## src/rtl/rsa_pkg.sv

```systemverilog
// Shared definitions for the RSA modular exponentiation engine.
package rsa_pkg;

   // Exponentiation sequencer states
   typedef enum logic [2:0] {
      ST_IDLE,
      ST_LOAD,
      ST_MUL,
      ST_NEXT,
      ST_OUT
   } state_t;

   localparam int DEFAULT_WIDTH = 32;

   // Accumulator width for the default word size: holds 2P + a before reduction
   localparam int ACC_W = DEFAULT_WIDTH + 2;

   // Accumulator width for an arbitrary word size
   function automatic int acc_width(input int width);
      return width + 2;
   endfunction

endpackage

```

## src/rtl/rsa_modexp_engine_mod_mult.sv

```systemverilog
// Interleaved shift-add modular multiplier: p = a * b mod n.
// Scans b MSB first, one bit per cycle. The first bit is folded into the
// start cycle, so done pulses exactly WIDTH cycles after start.
module mod_mult
   import rsa_pkg::*;
#(
   parameter int WIDTH = DEFAULT_WIDTH
) (
   input  logic             clk,
   input  logic             rst,
   input  logic             start,
   input  logic [WIDTH-1:0] a,
   input  logic [WIDTH-1:0] b,
   input  logic [WIDTH-1:0] n,
   output logic             done,
   output logic [WIDTH-1:0] p
);

   localparam int ACC_BITS = acc_width(WIDTH);
   localparam int CNT_W    = $clog2(WIDTH);

   logic [WIDTH-1:0]    a_q;
   logic [WIDTH-1:0]    n_q;
   logic [WIDTH-1:0]    b_q;
   logic [WIDTH-1:0]    p_q;
   logic [CNT_W-1:0]    cnt;
   logic                active;
   logic                done_q;

   logic [WIDTH-1:0]    step_p;
   logic [WIDTH-1:0]    step_a;
   logic [WIDTH-1:0]    step_n;
   logic                step_bit;
   logic [ACC_BITS-1:0] n_ext;
   logic [ACC_BITS-1:0] acc_dbl;
   logic [ACC_BITS-1:0] acc_sum;
   logic                unused_acc_hi;

   // One multiplier step; on the start cycle it works from the live inputs
   always_comb begin
      step_p   = active ? p_q : '0;
      step_a   = active ? a_q : a;
      step_n   = active ? n_q : n;
      step_bit = active ? b_q[WIDTH-1] : b[WIDTH-1];
      n_ext    = {2'b00, step_n};
      acc_dbl  = {1'b0, step_p, 1'b0};
      if (acc_dbl >= n_ext) begin
         acc_dbl = acc_dbl - n_ext;
      end
      acc_sum = acc_dbl;
      if (step_bit) begin
         acc_sum = acc_dbl + {2'b00, step_a};
         if (acc_sum >= n_ext) begin
            acc_sum = acc_sum - n_ext;
         end
      end
   end

   // After reduction the result is always below n, so the top bits are zero
   assign unused_acc_hi = ^acc_sum[ACC_BITS-1:WIDTH];

   // Operand capture, bit-serial accumulation and terminal-count done pulse
   always_ff @(posedge clk) begin
      if (rst) begin
         a_q    <= '0;
         n_q    <= '0;
         b_q    <= '0;
         p_q    <= '0;
         cnt    <= '0;
         active <= 1'b0;
         done_q <= 1'b0;
      end else begin
         done_q <= 1'b0;
         if (start) begin
            a_q    <= a;
            n_q    <= n;
            b_q    <= {b[WIDTH-2:0], 1'b0};
            p_q    <= acc_sum[WIDTH-1:0];
            cnt    <= CNT_W'(WIDTH - 1);
            active <= 1'b1;
         end else if (active) begin
            p_q <= acc_sum[WIDTH-1:0];
            b_q <= {b_q[WIDTH-2:0], 1'b0};
            cnt <= cnt - CNT_W'(1);
            if (cnt == CNT_W'(1)) begin
               active <= 1'b0;
               done_q <= 1'b1;
            end
         end
      end
   end

   assign done = done_q;
   assign p    = p_q;

endmodule

```

## src/rtl/rsa_modexp_engine.sv

```systemverilog
// RSA engine: out_data = in_data ^ (mode ? d : e) mod n, right-to-left
// square-and-multiply with two parallel interleaved modular multipliers.
//
// state | meaning
// IDLE  | waiting for a message word (in_ready when keys are valid)
// LOAD  | r = 1, exponent selected from e or d
// MUL   | r*(exp[0] ? a : 1) and a*a running in parallel
// NEXT  | store products, shift exponent right
// OUT   | result presented until out_ready
module rsa_modexp_engine
   import rsa_pkg::*;
#(
   parameter int WIDTH = DEFAULT_WIDTH,
   parameter int LEN_W = $clog2(WIDTH + 1)
) (
   input  logic             clk,
   input  logic             rst,
   input  logic             key_load,
   input  logic [WIDTH-1:0] n_key,
   input  logic [WIDTH-1:0] e_key,
   input  logic [WIDTH-1:0] d_key,
   input  logic             mode,
   output logic             key_ready,
   output logic [LEN_W-1:0] n_len,
   input  logic             in_valid,
   output logic             in_ready,
   input  logic [WIDTH-1:0] in_data,
   output logic             out_valid,
   input  logic             out_ready,
   output logic [WIDTH-1:0] out_data,
   output logic             busy,
   output logic             err
);

   state_t           state;
   state_t           state_nxt;

   logic [WIDTH-1:0] n_reg;
   logic [WIDTH-1:0] e_reg;
   logic [WIDTH-1:0] d_reg;
   logic             key_ready_q;
   logic [LEN_W-1:0] len_q;
   logic [WIDTH-1:0] n_shift;
   logic [LEN_W-1:0] scan_cnt;

   logic [WIDTH-1:0] a_reg;
   logic [WIDTH-1:0] r_reg;
   logic [WIDTH-1:0] exp_reg;
   logic             mode_q;
   logic             err_q;
   logic             mul_start;

   logic             key_accept;
   logic             in_hs;
   logic             in_bad;
   logic             in_ok;
   logic [WIDTH-1:0] exp_sel;
   logic [WIDTH-1:0] mult_b;
   logic             done_r;
   logic             done_a;
   logic [WIDTH-1:0] p_r;
   logic [WIDTH-1:0] p_a;

   // A key load always wins over a simultaneous message in IDLE
   assign key_accept = key_load && (state == ST_IDLE);
   assign in_ready   = (state == ST_IDLE) && key_ready_q && !key_load;
   assign in_hs      = in_valid && in_ready;
   assign in_bad     = (in_data >= n_reg) || (n_reg < WIDTH'(2));
   assign in_ok      = in_hs && !in_bad;
   assign exp_sel    = mode_q ? d_reg : e_reg;
   assign mult_b     = exp_reg[0] ? a_reg : WIDTH'(1);

   // State register
   always_ff @(posedge clk) begin
      if (rst) begin
         state <= ST_IDLE;
      end else begin
         state <= state_nxt;
      end
   end

   // Next-state and status outputs
   always_comb begin
      state_nxt = state;
      out_valid = 1'b0;
      busy      = 1'b1;
      case (state)
         ST_IDLE: begin
            busy = 1'b0;
            if (in_ok) begin
               state_nxt = ST_LOAD;
            end
         end
         ST_LOAD: begin
            state_nxt = (exp_sel == '0) ? ST_OUT : ST_MUL;
         end
         ST_MUL: begin
            if (done_r && done_a) begin
               state_nxt = ST_NEXT;
            end
         end
         ST_NEXT: begin
            state_nxt = (exp_reg[WIDTH-1:1] == '0) ? ST_OUT : ST_MUL;
         end
         ST_OUT: begin
            out_valid = 1'b1;
            if (out_ready) begin
               state_nxt = ST_IDLE;
            end
         end
         default: begin
            state_nxt = ST_IDLE;
         end
      endcase
   end

   // Key capture and bit-length measurement: WIDTH shift cycles counting
   // while the shifted copy of n is still nonzero
   always_ff @(posedge clk) begin
      if (rst) begin
         n_reg       <= '0;
         e_reg       <= '0;
         d_reg       <= '0;
         key_ready_q <= 1'b0;
         len_q       <= '0;
         n_shift     <= '0;
         scan_cnt    <= '0;
      end else if (key_accept) begin
         n_reg       <= n_key;
         e_reg       <= e_key;
         d_reg       <= d_key;
         key_ready_q <= 1'b0;
         len_q       <= '0;
         n_shift     <= n_key;
         scan_cnt    <= LEN_W'(WIDTH);
      end else if (scan_cnt != '0) begin
         if (n_shift != '0) begin
            len_q <= len_q + LEN_W'(1);
         end
         n_shift  <= {1'b0, n_shift[WIDTH-1:1]};
         scan_cnt <= scan_cnt - LEN_W'(1);
         if (scan_cnt == LEN_W'(1)) begin
            key_ready_q <= 1'b1;
         end
      end
   end

   // Exponentiation datapath, error pulse and multiplier start strobe
   always_ff @(posedge clk) begin
      if (rst) begin
         a_reg     <= '0;
         r_reg     <= '0;
         exp_reg   <= '0;
         mode_q    <= 1'b0;
         err_q     <= 1'b0;
         mul_start <= 1'b0;
      end else begin
         err_q     <= in_hs && in_bad;
         mul_start <= (state_nxt == ST_MUL) && (state != ST_MUL);
         if (in_ok) begin
            a_reg  <= in_data;
            mode_q <= mode;
         end
         case (state)
            ST_LOAD: begin
               r_reg   <= WIDTH'(1);
               exp_reg <= exp_sel;
            end
            ST_NEXT: begin
               r_reg   <= p_r;
               a_reg   <= p_a;
               exp_reg <= {1'b0, exp_reg[WIDTH-1:1]};
            end
            default: begin
            end
         endcase
      end
   end

   mod_mult #(.WIDTH(WIDTH)) u_mult_r (
      .clk   (clk),
      .rst   (rst),
      .start (mul_start),
      .a     (r_reg),
      .b     (mult_b),
      .n     (n_reg),
      .done  (done_r),
      .p     (p_r)
   );

   mod_mult #(.WIDTH(WIDTH)) u_mult_a (
      .clk   (clk),
      .rst   (rst),
      .start (mul_start),
      .a     (a_reg),
      .b     (a_reg),
      .n     (n_reg),
      .done  (done_a),
      .p     (p_a)
   );

   assign key_ready = key_ready_q;
   assign n_len     = len_q;
   assign out_data  = r_reg;
   assign err       = err_q;

endmodule

```

## config.mk

```make
export PLATFORM = sky130hd
export DESIGN_NAME = rsa_modexp_engine
export DESIGN_NICKNAME = d
export VERILOG_FILES = /design/src/rtl/rsa_pkg.sv /design/src/rtl/rsa_modexp_engine_mod_mult.sv /design/src/rtl/rsa_modexp_engine.sv
export SDC_FILE = /design/constraint.sdc
export NUM_CORES = 2
export LEC_CHECK = 0
export ABC_AREA = 1
export CAP_MARGIN = 20
export CORE_ASPECT_RATIO = 1.75
export CORE_MARGIN = 5
export CORE_UTILIZATION = 60
export CTS_CLUSTER_SIZE = 8
export DETAILED_ROUTE_END_ITERATION = 10
export PLACE_DENSITY = 0.8
export SLEW_MARGIN = 20
export SYNTH_ARGS = -nofsm -noshare
export SYNTH_HDL_FRONTEND = slang
export SYNTH_SLANG_ARGS = --single-unit
```

## constraint.sdc

```tcl
create_clock -name clk -period 12.1 [get_ports clk]
set_input_delay 1.21 -clock clk [delete_from_list [all_inputs] [get_ports clk]]
set_output_delay 1.21 -clock clk [all_outputs]
set_load 0.05 [all_outputs]
```

==> summary.md <==
| Metric | Value |
|---|---|
| Outcome | finished, final reports clean |
| Reg2reg start | u_mult_a.active |
| Core area | 58120 um2 |
| Asr flop ratio synth | 0 |
| Layout area overhead | 11.46% |
| GRT Residual Overflow | 0 |
| Critical path peak fanout | 95 |
| HPWL Detailed | 109900 um |
| CTS tree | yes |
| Hold Path Sink | d_reg[9] |
| WP data arrival | 10290 ps |
| First DRT Iteration DRCs | 4149 |
| Internal power | 2.923 mW |
| Most frequent cells in the layout | 1545 x nand2_1, 728 x inv_1, 627 x o21ai_0 |
| Die X | 192.9 um |
| Via Count | 39750 |
| Gate power share | 0.187 |
| Critical Path RT | 12720 ps |
| Relative slew slack | 0.07454 |
| Setup TNS | 0 ps |
| Post-CTS Resized | 0 |
| Syn avg cell area | 6.194 um2 |
| Drt total wl | 147100 um |
| Setup bufs post-CTS | 0 |
| R2R cell count | 41 |
| Hold_buf cts | 0 |
| Post-synthesis cell type count | 52 |
| Gpl congestion | 1.155 |
| Reg power frac | 0.384 |
| Slowest stage delay, CP | 1130 ps |
| CTS Root Cell | clkbuf_16 |
| Largest net degree at the start of global routing | 248 |
| Placed Cells | 6396 |
| Clk_skew | 61.07 ps |
| Hold Path Depth | 2 |
| Worst slew pin tran | 1374 ps |
| Final setup viols | 0 |
| CTS max path bufs | 3 |
| Achievable Freq | 0.1034 GHz |
| P per Cell Area | 109.6 nW/um2 |
| Ys Warns | 0 |
| Number of flops mapped to enable cells by yosys | 0 |
| First-pass GRT wire length | 220100 um |
| Pleak | 19.36 nW |
| Post-synthesis cell area | 35130 um2 |
| Commonest non-fill, non-tap cell in the layout | nand2_1 |
| Max IR drop VDD | 0.1455 mV |
| Ys flop type | dfxtp_1 |
| Final Hold Vio Count | 0 |
| Clock slew at reported path FFs | 60 ps |
| Vias in the first global route | 38520 |
| H-tree levels | 3 |
| Yosys reg bits | 479 |
| DRT antenna net count | 0 |
| Max-capacitance violation count | 0 |
| Worst Hold Class | reg2reg |
| Die area | 63680 um2 |
| Switching pwr | 1.367 mW |
| Switching Share | 0.3186 |
| Initial antenna violation count | 5 |
| RSZ-0062 raised after global routing | no |
| GRT Total Usage | 0.4528 |
| Vias/cell | 6.127 |
| CP Class | reg2reg |
| IO Pins | 177 |
| Setup crit start kind | register |
| HP Start | d_reg[9] |
| Clock Power Share | 0.429 |
| Most Frequent Cell on Critical Path | nand2_1 |
| Tmin final | 9672 ps |
| DRC | 0 |
| Pre-antenna DRT Iters | 9 |
| Row Count | 117 |
| Synth Instances | 5671 |
| Setup crit end kind | register |
| Crit-path slowest cell | o21ai_0 |
| Final Non-Filler Cells | 6487 |
| Final slew viol count | 0 |
| Clk_lat worst skew | 690 ps |
| Share of layout cells above drive strength 1 | 0.03381 |
| Synth Net Count | 6042 |
| Nets | 6067 |
| Clk sinks | 479 |
| Chip Height | 330.1 um |
| Port buffer count | 176 |
| Worst R2R Setup Slack | 2430 ps |
| Post-DR wirelength/cell | 22.68 um |
| CTS buffer count | 70 |
| Starting Density | 0.6044 |
| Register area share after synthesis | 0.2730 |
| Period utilization | 0.7993 |
| R2r endpoint | u_mult_a.p[15] |
==> cell families after synthesis <==
logic type               share of synthesized area
AND/OR/NAND/NOR                             0.2850
AO/OA/AOI/OAI                               0.2087
adder cells (fa/ha/maj)                    0.08570
flip-flops                                  0.2730
XOR/XNOR                                   0.03840
buffers and inverters                       0.1092
==> worst max path at each step <==
stage | start | endpoint | slack [ps] | depth (start not counted)
after floorplan | u_mult_a.active | u_mult_a.p[21] | 5400 | 48
after global placement | u_mult_a.active | u_mult_a.p[7] | 2990 | 42
after detailed placement | u_mult_a.active | u_mult_a.p[8] | 2990 | 41
after CTS | u_mult_a.active | u_mult_a.p[29] | 2960 | 41
after global routing | u_mult_a.active | u_mult_a.p[5] | 1930 | 43
final | u_mult_a.active | u_mult_a.p[15] | 2430 | 41
==> Yosys cell counts, types with 6 or more instances <==
master    count  share of area
nand2_1    1545           0.17
inv_1       732          0.078
o21ai_0     631          0.090
a21oi_1     500          0.071
dfxtp_1     479           0.27
nor2_1      418          0.045
nand3_1     277          0.039
ha_1        231          0.082
clkbuf_1    195          0.021
xor2_1       82          0.020
xnor2_1      67          0.017
a31oi_1      62          0.011
nand4_1      45         0.0080
buf_1        36         0.0038
nor3_1       35         0.0050
nor4_1       34         0.0061
o22ai_1      33         0.0059
nand3b_1     31         0.0066
o21bai_1     31         0.0066
a21o_1       30         0.0064
buf_2        20         0.0028
or2_2        15         0.0027
inv_2        13         0.0014
o221ai_1     13         0.0032
a21boi_0     11         0.0024
o21a_1        9         0.0019
a211oi_1      8         0.0017
nand2_2       8         0.0014
o211ai_1      8         0.0017
o21ai_1       7         0.0010
a221oi_1      6         0.0015
and3_1        6         0.0011
fa_1          6         0.0034
o31ai_1       6         0.0013
==> power by group through the flow <==
stage	combinational (mW)	sequential (mW)	clock (mW)
2_1_floorplan	0.493	1.67	0
3_3_place_gp	0.756	1.68	0
3_5_place_dp	0.760	1.68	0
4_1_cts	0.765	1.65	1.84
5_1_grt	0.857	1.65	1.90
6_report	0.803	1.65	1.84
==> through the flow <==
step	utilization	hold WS, ps	power (mW)	cell area [um2]	setup WS (ps)
after detailed placement	0.6395	443.4	2.438	37170	2987
after global routing	0.6736	466.9	4.410	39150	1935
final	0.6737	450.4	4.289	39150	2428
after CTS	0.6732	451.3	4.251	39130	2960
after floorplan	-	429.2	2.164	35130	5404
after global placement	0.6393	439.7	2.432	37150	2992
==> critical path, delay by kind of cell, from the launching register on <==
family,cells,cell delay (ps)
adders and majority gates,3,1300
xor gates and xnor gates,1,600
AOI/OAI and AO/OA,9,2750
buffers and inverters,6,1530
and+or+nand+nor,22,2470
DFF,1,800
==> metal layers <==
layer  up-vias  part of all wire  GRT usage
li1      18500                 -          -
met1     18140              0.31     0.4327
met2      2165              0.47     0.7460
met4         0              0.13     0.4812
met5         -                 0          0
met3       941             0.086     0.1205
==> area by class of cell <==
cell class / instances / area [um2]
multi-input combinational: 4188 / 21750
clock buffer: 76 / 1805
sequential: 479 / 9602
clock inverter: 8 / 152.6
fill: 5453 / 18960
timing repair buffer: 210 / 2051
antenna: 6 / 15.01
inverter: 747 / 2814
tap: 773 / 967.2
Power figures use the tool's default switching activity.
